File: config.mk
export PLATFORM = sky130hd
export DESIGN_NAME = alu_instr_sequencer
export DESIGN_NICKNAME = d
export VERILOG_FILES = /design/src/rtl/alu_instr_sequencer.sv
export SDC_FILE = /design/constraint.sdc
export NUM_CORES = 1
export LEC_CHECK = 0
export ABC_CLOCK_PERIOD_IN_PS = 1870
export CAP_MARGIN = 20
export CORE_MARGIN = 2
export CORE_UTILIZATION = 44
export DETAILED_ROUTE_END_ITERATION = 8
export PLACE_DENSITY = 0.9
export SYNTH_ARGS = -nofsm -noshare
export SYNTH_HDL_FRONTEND = slang
export SYNTH_SLANG_ARGS = --single-unit
File: constraint.sdc
create_clock -name clk -period 1.87 [get_ports clk]
set_clock_uncertainty 0.15 [all_clocks]
set_input_delay 0.374 -clock clk [delete_from_list [all_inputs] [get_ports clk]]
set_output_delay 0.374 -clock clk [all_outputs]
set_load 0.01 [all_outputs]
File: src/rtl/alu_instr_sequencer.sv
// Byte-stream instruction sequencer between the UART, register file and 8-bit ALU.
// Optional build macro INSTR_TIMEOUT_EN discards a stalled partial instruction.
module alu_instr_sequencer #(
  parameter  int TIMEOUT_CYCLES = 100000,
  localparam int TO_W           = $clog2(TIMEOUT_CYCLES + 1)
) (
  input  logic        clk,
  input  logic        rst,
  input  logic        rx_valid,
  input  logic [7:0]  rx_data,
  output logic        rx_ready,
  output logic [31:0] instr_o,
  output logic [3:0]  rf_rs1_addr,
  output logic [3:0]  rf_rs2_addr,
  input  logic [7:0]  alu_result,
  input  logic        alu_write_ctrl,
  input  logic        alu_read_en,
  output logic        rf_we,
  output logic [3:0]  rf_waddr,
  output logic [7:0]  rf_wdata,
  output logic        tx_valid,
  output logic [7:0]  tx_data,
  input  logic        tx_ready,
  output logic        busy,
  output logic        instr_done
);

  // state   | meaning
  // COLLECT | accepting instruction bytes from the receiver
  // ISSUE   | instruction and read addresses presented, ALU registers its outputs
  // EXEC    | ALU result captured, commit path chosen
  // WB      | one-cycle register-file write-back
  // TX      | result byte offered to the transmitter until accepted
  typedef enum logic [2:0] {
    S_COLLECT,
    S_ISSUE,
    S_EXEC,
    S_WB,
    S_TX
  } state_t;

  typedef struct packed {
    logic [8:0] empty;
    logic [3:0] rd;
    logic [3:0] rs2;
    logic [3:0] rs1;
    logic [7:0] imm;
    logic [2:0] opcode;
  } yongatek_instruction_t;

  state_t                state_q, state_d;
  logic [1:0]            byte_cnt_q;
  yongatek_instruction_t instr_q;
  logic [7:0]            result_q;
  logic                  done_q;
  logic                  live_q;
  logic                  accept;
  logic                  timeout;

  // live_q keeps rx_ready low until the first clock after reset release
  assign accept = rx_valid && rx_ready;

  always_ff @(posedge clk or negedge rst) begin
    if (!rst) state_q <= S_COLLECT;
    else      state_q <= state_d;
  end

  always_comb begin
    state_d = state_q;
    case (state_q)
      S_COLLECT: if (accept && byte_cnt_q == 2'd3) state_d = S_ISSUE;
      S_ISSUE:   state_d = S_EXEC;
      S_EXEC: begin
        if (alu_write_ctrl)   state_d = S_WB;
        else if (alu_read_en) state_d = S_TX;
        else                  state_d = S_COLLECT;
      end
      S_WB:      state_d = S_COLLECT;
      S_TX:      if (tx_ready) state_d = S_COLLECT;
      default:   state_d = S_COLLECT;
    endcase
  end

  always_comb begin
    rx_ready    = live_q && (state_q == S_COLLECT);
    busy        = (state_q != S_COLLECT);
    rf_we       = (state_q == S_WB);
    rf_wdata    = (state_q == S_WB) ? result_q : 8'h00;
    tx_valid    = (state_q == S_TX);
    tx_data     = (state_q == S_TX) ? result_q : 8'h00;
    instr_done  = done_q;
    instr_o     = instr_q;
    rf_rs1_addr = instr_q.rs1;
    rf_rs2_addr = instr_q.rs2;
    rf_waddr    = instr_q.rd;
  end

  always_ff @(posedge clk or negedge rst) begin
    if (!rst) begin
      byte_cnt_q <= 2'd0;
      instr_q    <= '0;
      result_q   <= 8'h00;
      done_q     <= 1'b0;
      live_q     <= 1'b0;
    end else begin
      live_q <= 1'b1;
      if (accept) begin
        instr_q[8*byte_cnt_q +: 8] <= rx_data;
        byte_cnt_q                 <= byte_cnt_q + 2'd1;
      end else if (timeout) begin
        byte_cnt_q <= 2'd0;
      end
      if (state_q == S_EXEC) result_q <= alu_result;
      done_q <= (state_q == S_WB)
             || (state_q == S_TX && tx_ready)
             || (state_q == S_EXEC && !alu_write_ctrl && !alu_read_en);
    end
  end

`ifdef INSTR_TIMEOUT_EN
  logic [TO_W-1:0] to_cnt_q;

  assign timeout = (state_q == S_COLLECT) && (byte_cnt_q != 2'd0) && !accept
                && (to_cnt_q == TO_W'(TIMEOUT_CYCLES - 1));

  // counts idle clocks between bytes of a partially received instruction
  always_ff @(posedge clk or negedge rst) begin
    if (!rst)
      to_cnt_q <= '0;
    else if (state_q != S_COLLECT || accept || byte_cnt_q == 2'd0 || timeout)
      to_cnt_q <= '0;
    else
      to_cnt_q <= to_cnt_q + 1'b1;
  end
`else
  logic [TO_W-1:0] unused_to_cfg;

  assign timeout       = 1'b0;
  assign unused_to_cfg = TO_W'(TIMEOUT_CYCLES);
`endif

endmodule

# Word level (Yosys, flattened, before mapping)
# Index checks and enable logic that the tools add are counted.
[classes]
n_addsub = 2
n_mul = 0
n_div = 0
magnitude_cmp = 0
n_eq_ne = 7
shift = 2
n_mux = 8
n_bitwise = 0
reduce_logical = 13
[op_table]
columns = ["cell", "n"]
rows = [
  ["$neg 5->34", 1],
  ["$shift 8x34->32 const A", 1],
  ["$shiftx 8x34->32", 1],
  ["$bwmux 32", 1],
  ["$mux 8", 2],
  ["$mux 3", 4],
  ["$pmux 3 s4", 1],
  ["$eq 3x2->1 const B", 2],
  ["$logic_and 1x1->1", 6],
  ["$eq 3x1->1 const B", 1],
  ["$eq 3x3->1 const B", 1],
  ["$logic_not 3->1", 1],
  ["$reduce_bool 3->1", 1],
  ["$add 2x1->2 const B", 1],
  ["$eq 2x2->1 const B", 1],
  ["$logic_not 1->1", 2],
  ["$logic_or 1x1->1", 2],
  ["$ne 2x1->1 const B", 1],
  ["$ne 2x2->1 const B", 1],
  ["$reduce_and 2->1", 1],
]
[totals]
register_bits = 47
latch_bits = 0
ram_bits = 0
romBits = 0
out_inout_bits = 65
elab_cells = 43
n_memories = 0

# Depth between registers and ports, before layout
[depth]
word_depth = 6
ltp_mapped = 7

# Worst setup path after synthesis
# OpenSTA, ideal clock, no wires.
[synth_path]
path_type = "reg-to-reg"
from = "register byte_cnt_q[0]"
to = "register instr_q, in the netlist instr_o[24]"
setup_ns = 0.083
t_arrival_ns = 1.499
t_required_ns = 1.637
slack_ns = 0.138
path_stages_with_launch = 7
path_buffers = 1
cell_sequence = "dfrtp_1 -> buf_2 -> inv_1 -> ha_1 -> nor3b_2 -> nand2_1 -> o21ai_0"
[synth_between]
elab_chain_len = 3
[synth_lines]
columns = ["item", "line_no", "rtl"]
rows = [
  ["from (decl)", "52", "logic [1:0] byte_cnt_q;"],
  ["from (signal assigned)", "109", "byte_cnt_q <= byte_cnt_q + 2'd1;"],
  ["$neg 5->34 (*)", "108", "instr_q[8*byte_cnt_q +: 8] <= rx_data;"],
  ["$shiftx 8x34->32 / $shift 8x34->32 (equally long branches)", "108", ""],
  ["$bwmux 32 (*)", "108", ""],
  ["to (signal, indexed assignment)", "108", ""],
  ["to (decl)", "53", "yongatek_instruction_t instr_q;"],
]
# Every way passes the cells marked *; elsewhere a longest branch is shown, timed or not.
# A chain may end at the register's enable or synchronous reset.

# Worst setup path after layout
[layout_path]
from = "register state_q[1]"
to = "output port tx_data[2]"
[layout_between]
elab_chain_len = 2
[layout_lines]
columns = ["item", "line_no", "rtl"]
rows = [
  ["from (decl)", "51", "state_t state_q, state_d;"],
  ["from (signal assigned)", "65", "else state_q <= state_d;"],
  ["$eq 3x3->1", "90", "tx_data = (state_q == S_TX) ? result_q : 8'h00;"],
  ["$mux 8", "90", ""],
  ["to (decl)", "22", "output logic [7:0] tx_data,"],
]
# No other way between the ends.

==> impl_metrics.toml <==
[sta]
timing_max_transition_violations_final = 0
report.final.setup_viol = 13
max_freq_mhz = 512
fin_worst_hold_slack_ns = 0.376
report.final.hold_viol_count = 0
tns_ns = -0.618
tcrit_tclk_final_pct = 105
final_critical_path_setup_slack_ns = -0.0845
setup_repair_after_global_routing_missed_its_margin = "true"
period_needed_ns = 1.95

[placement]
placement.cell_area_sq_um = 3310
finalWeightedCongestion = 0.800
dpl_worst_slack_ns = -0.0798
dp_cells = 381
io_buffers = 86
hpwl_um = 4430

[job]
max_cap_violations = 0

[critical_path]
critical_path.startpoint_type = "flop"
slowest_cell_on_the_critical_path = "sky130_fd_sc_hd__dfrtp_2"
end_kind = "output pin"
worst_path_dominant_cell_family = "flip-flops"
crit_fanout = 4
cp.required_ns = 1.35
setup_cp_type = "flop to output pin"
crit_arrival_ns = 1.43
path_buf_inv = 3
r2r_setup_slack_ns = 0.10
r2r_start = "state_q[1]"
critical-path-max-stage-delay_ns = 0.44
path_common_cell = "sky130_fd_sc_hd__buf_6"
rr_worst_depth = 9
reg2reg_to = "rf_rs1_addr[2]"
worstPathCellList = "buf_6, nor2_4, buf_6, and3_4, buf_6"

[yosys]
multiplexer_share_of_the_synthesized_area_pct = 15.1
yosys.area_share.xor_xnor_pct = 0.374
postSynthCellCount = 228
ys_async_sr_fraction_pct = 100
synth_seq_cells = 47
synth_most_common_cell = "sky130_fd_sc_hd__dfrtp_1"
synth_top_flop_cell = "sky130_fd_sc_hd__dfrtp_1"
yosys.area.top_type = "sky130_fd_sc_hd__dfrtp_1"
synth_simple_gate_area_share_pct = 16.9
ys.warnings.count = 0
synth_enable_flop_cells = 0
syn_nets = 255
synth_top_cell_area_share_pct = 50.3
synth-compound-area-share_pct = 4.17
synth_area_per_cell_sq_um = 10.3
yosysUniqueCellTypes = 26
register_area_share_after_synthesis_pct = 50.3
synth_adder_area_share_pct = 2.67
synth_commonest_cells = "47 x sky130_fd_sc_hd__dfrtp_1, 36 x sky130_fd_sc_hd__nand2_1, 28 x sky130_fd_sc_hd__inv_1"
combinational_family_with_the_most_area_after_synthesis = "simple AND/OR/NAND/NOR gates"
post_synth_instance_area_sq_um = 2340
netlist_top_cells_area = "sky130_fd_sc_hd__dfrtp_1 50%, sky130_fd_sc_hd__mux2i_1 10%, sky130_fd_sc_hd__nand2_1 5.8%"

[drt]
wl_um = 6320
postRouteAntennaNets = 0
detail_route.iter0.violations = 103
drcViolationCount = 0
firstDrtPassIters = 4
detailroute.via_count = 2042
viasPerCell = 5.12
route.detailed.wl_per_inst_um = 15.8

[floorplanning]
core_region_area_sq_um = 5110
die_width_um = 76.9
initial_utilization_pct = 45.8
io_pins = 87
design.die.area_sq_um = 5920
row_count = 26
fp.dieH_um = 76.9

[clocking]
cts_max_level = 2
clk-insertion-delay-late_ns = 0.30
tritoncts = "yes"
clk_pin_slew_ns = 0.09
clock_tree.buffer_depth = 2
cts_bufs_inserted = 5
clk_root_buffer_cell = "sky130_fd_sc_hd__clkbuf_8"
clkSinkCount = 47

[cells_and_area]
design_area_sq_um = 3520
num_antenna_cells = 0
postLayoutCoreUtil_pct = 68.9
final_net_count = 355
drive_gt1_share_pct = 25.5
area.growth.synth_to_final_pct = 50.3
final_cells = 399

[power_and_ir_drop]
leakagePower_nw = 1.63
worst_ir_drop_vdd_uv = 700
power.total_mw = 5.49
pwr_density_cell_nw_per_um2 = 1560

[global_route]
wire_length_of_the_first_global_routing_pass_um = 10100
first_global_vias = 2039
grt_antenna_before_repair = 0
grt_overflow_total = 0
pin_count_of_the_biggest_net_entering_global_routing = 48
grt_usage_pct = 21.6

[min_path]
tightest_hold_check_type = "flop to flop"
hold_end = "instr_o[3]"
hold_start = "instr_o[3]"
holdPathStages = 2

[status]
failed_checks = "negative setup slack"
outcome = "finished, violations left"
## cell families (layout without fill, tap and decap cells)
family / Yosys count / count (layout)
compound gates: 19 / 19
buf+inv: 48 / 149
other cells: 1 / 1
flops: 47 / 47
mux: 34 / 34
simple gates: 73 / 73
xor+xnor: 1 / 1
fa+ha+maj: 5 / 5
## power by group
| group | internal (mW) | switching [mW] |
|---|---|---|
| combinational | 1.71 | 1.37 |
| sequential | 1.47 | 0.333 |
| clock | 0.262 | 0.343 |
| total | 3.44 | 2.05 |
## area by class of cell
| cell class | instances | area [sq um] |
|---|---|---|
| clock inverters | 2 | 12.5 |
| fillers | 401 | 1590 |
| multi-input cells | 133 | 982 |
| repair buffers | 113 | 1080 |
| flip-flops and latches | 47 | 1180 |
| clock buffers | 6 | 72.6 |
| inverters | 28 | 105 |
| well taps | 70 | 87.6 |
## registers in the layout, summed over array words and instances, names as in the netlist
name and count:
instr_o 20, result_q 8, rf_rs1_addr 4, rf_rs2_addr 4
rf_waddr 4, state_q 3, byte_cnt_q 2, instr_done 1
live_q 1
## placed cells by master (no fill, tap or decap), types with 3 or more instances in the layout
cell	netlist	routed
sky130_fd_sc_hd__nand3_1	3	3
sky130_fd_sc_hd__buf_2	2	12
sky130_fd_sc_hd__and3_1	18	11
sky130_fd_sc_hd__mux2i_1	24	24
sky130_fd_sc_hd__buf_6	2	13
sky130_fd_sc_hd__ha_1	5	4
sky130_fd_sc_hd__buf_12	0	3
sky130_fd_sc_hd__dfrtp_1	47	44
sky130_fd_sc_hd__and3_4	0	7
sky130_fd_sc_hd__clkbuf_8	0	5
sky130_fd_sc_hd__mux2_2	10	10
sky130_fd_sc_hd__buf_4	12	18
sky130_fd_sc_hd__dfrtp_2	0	3
sky130_fd_sc_hd__nand2_1	36	35
sky130_fd_sc_hd__clkdlybuf4s50_1	0	65
sky130_fd_sc_hd__inv_1	28	27
sky130_fd_sc_hd__o21ai_0	18	18
## worst register-to-register path: stages, from the launching register on
cell and delay, ns:
sky130_fd_sc_hd__dfrtp_2 0.44, sky130_fd_sc_hd__buf_6 0.13, sky130_fd_sc_hd__nor2_4 0.12, sky130_fd_sc_hd__buf_6 0.13, sky130_fd_sc_hd__buf_4 0.10, sky130_fd_sc_hd__buf_4 0.10
sky130_fd_sc_hd__buf_4 0.09, sky130_fd_sc_hd__nand4b_1 0.09, sky130_fd_sc_hd__buf_6 0.17, sky130_fd_sc_hd__mux2i_1 0.13
## metal layers
layer | up-vias | track usage [%] | part of all wire (%)
met1 | 1000 | 27.5 | 40
li1 | 931 | - | -
met4 | 0 | 10.2 | 5.1
met2 | 83 | 35.9 | 50
met3 | 28 | 3.53 | 4.4
met5 | - | 0 | 0
## timing repair
action                                 4_1_cts  5_1_grt
setup endpoints to repair                   20       27
pin swaps                                    3       10
gates cloned                                 1        0
endpoints found under the hold margin       47        0
gates resized for setup                     88       26
hold buffers                                 1        0
buffers inserted                             6        2
## worst max-delay path by stage
stage / start / endpoint / slack [ns] / cells past startpoint
final: state_q[1] / tx_data[2] / -0.08 / 5
after global routing: state_q[1] / tx_data[4] / -0.13 / 5
after CTS: state_q[1] / tx_data[6] / -0.05 / 5
after detailed placement: state_q[1] / tx_data[6] / -0.08 / 4
after global placement: state_q[1] / rf_wdata[3] / -0.04 / 4
after floorplan: byte_cnt_q[0] / instr_o[24] / 0.14 / 6
Power figures use the tool's default switching activity.
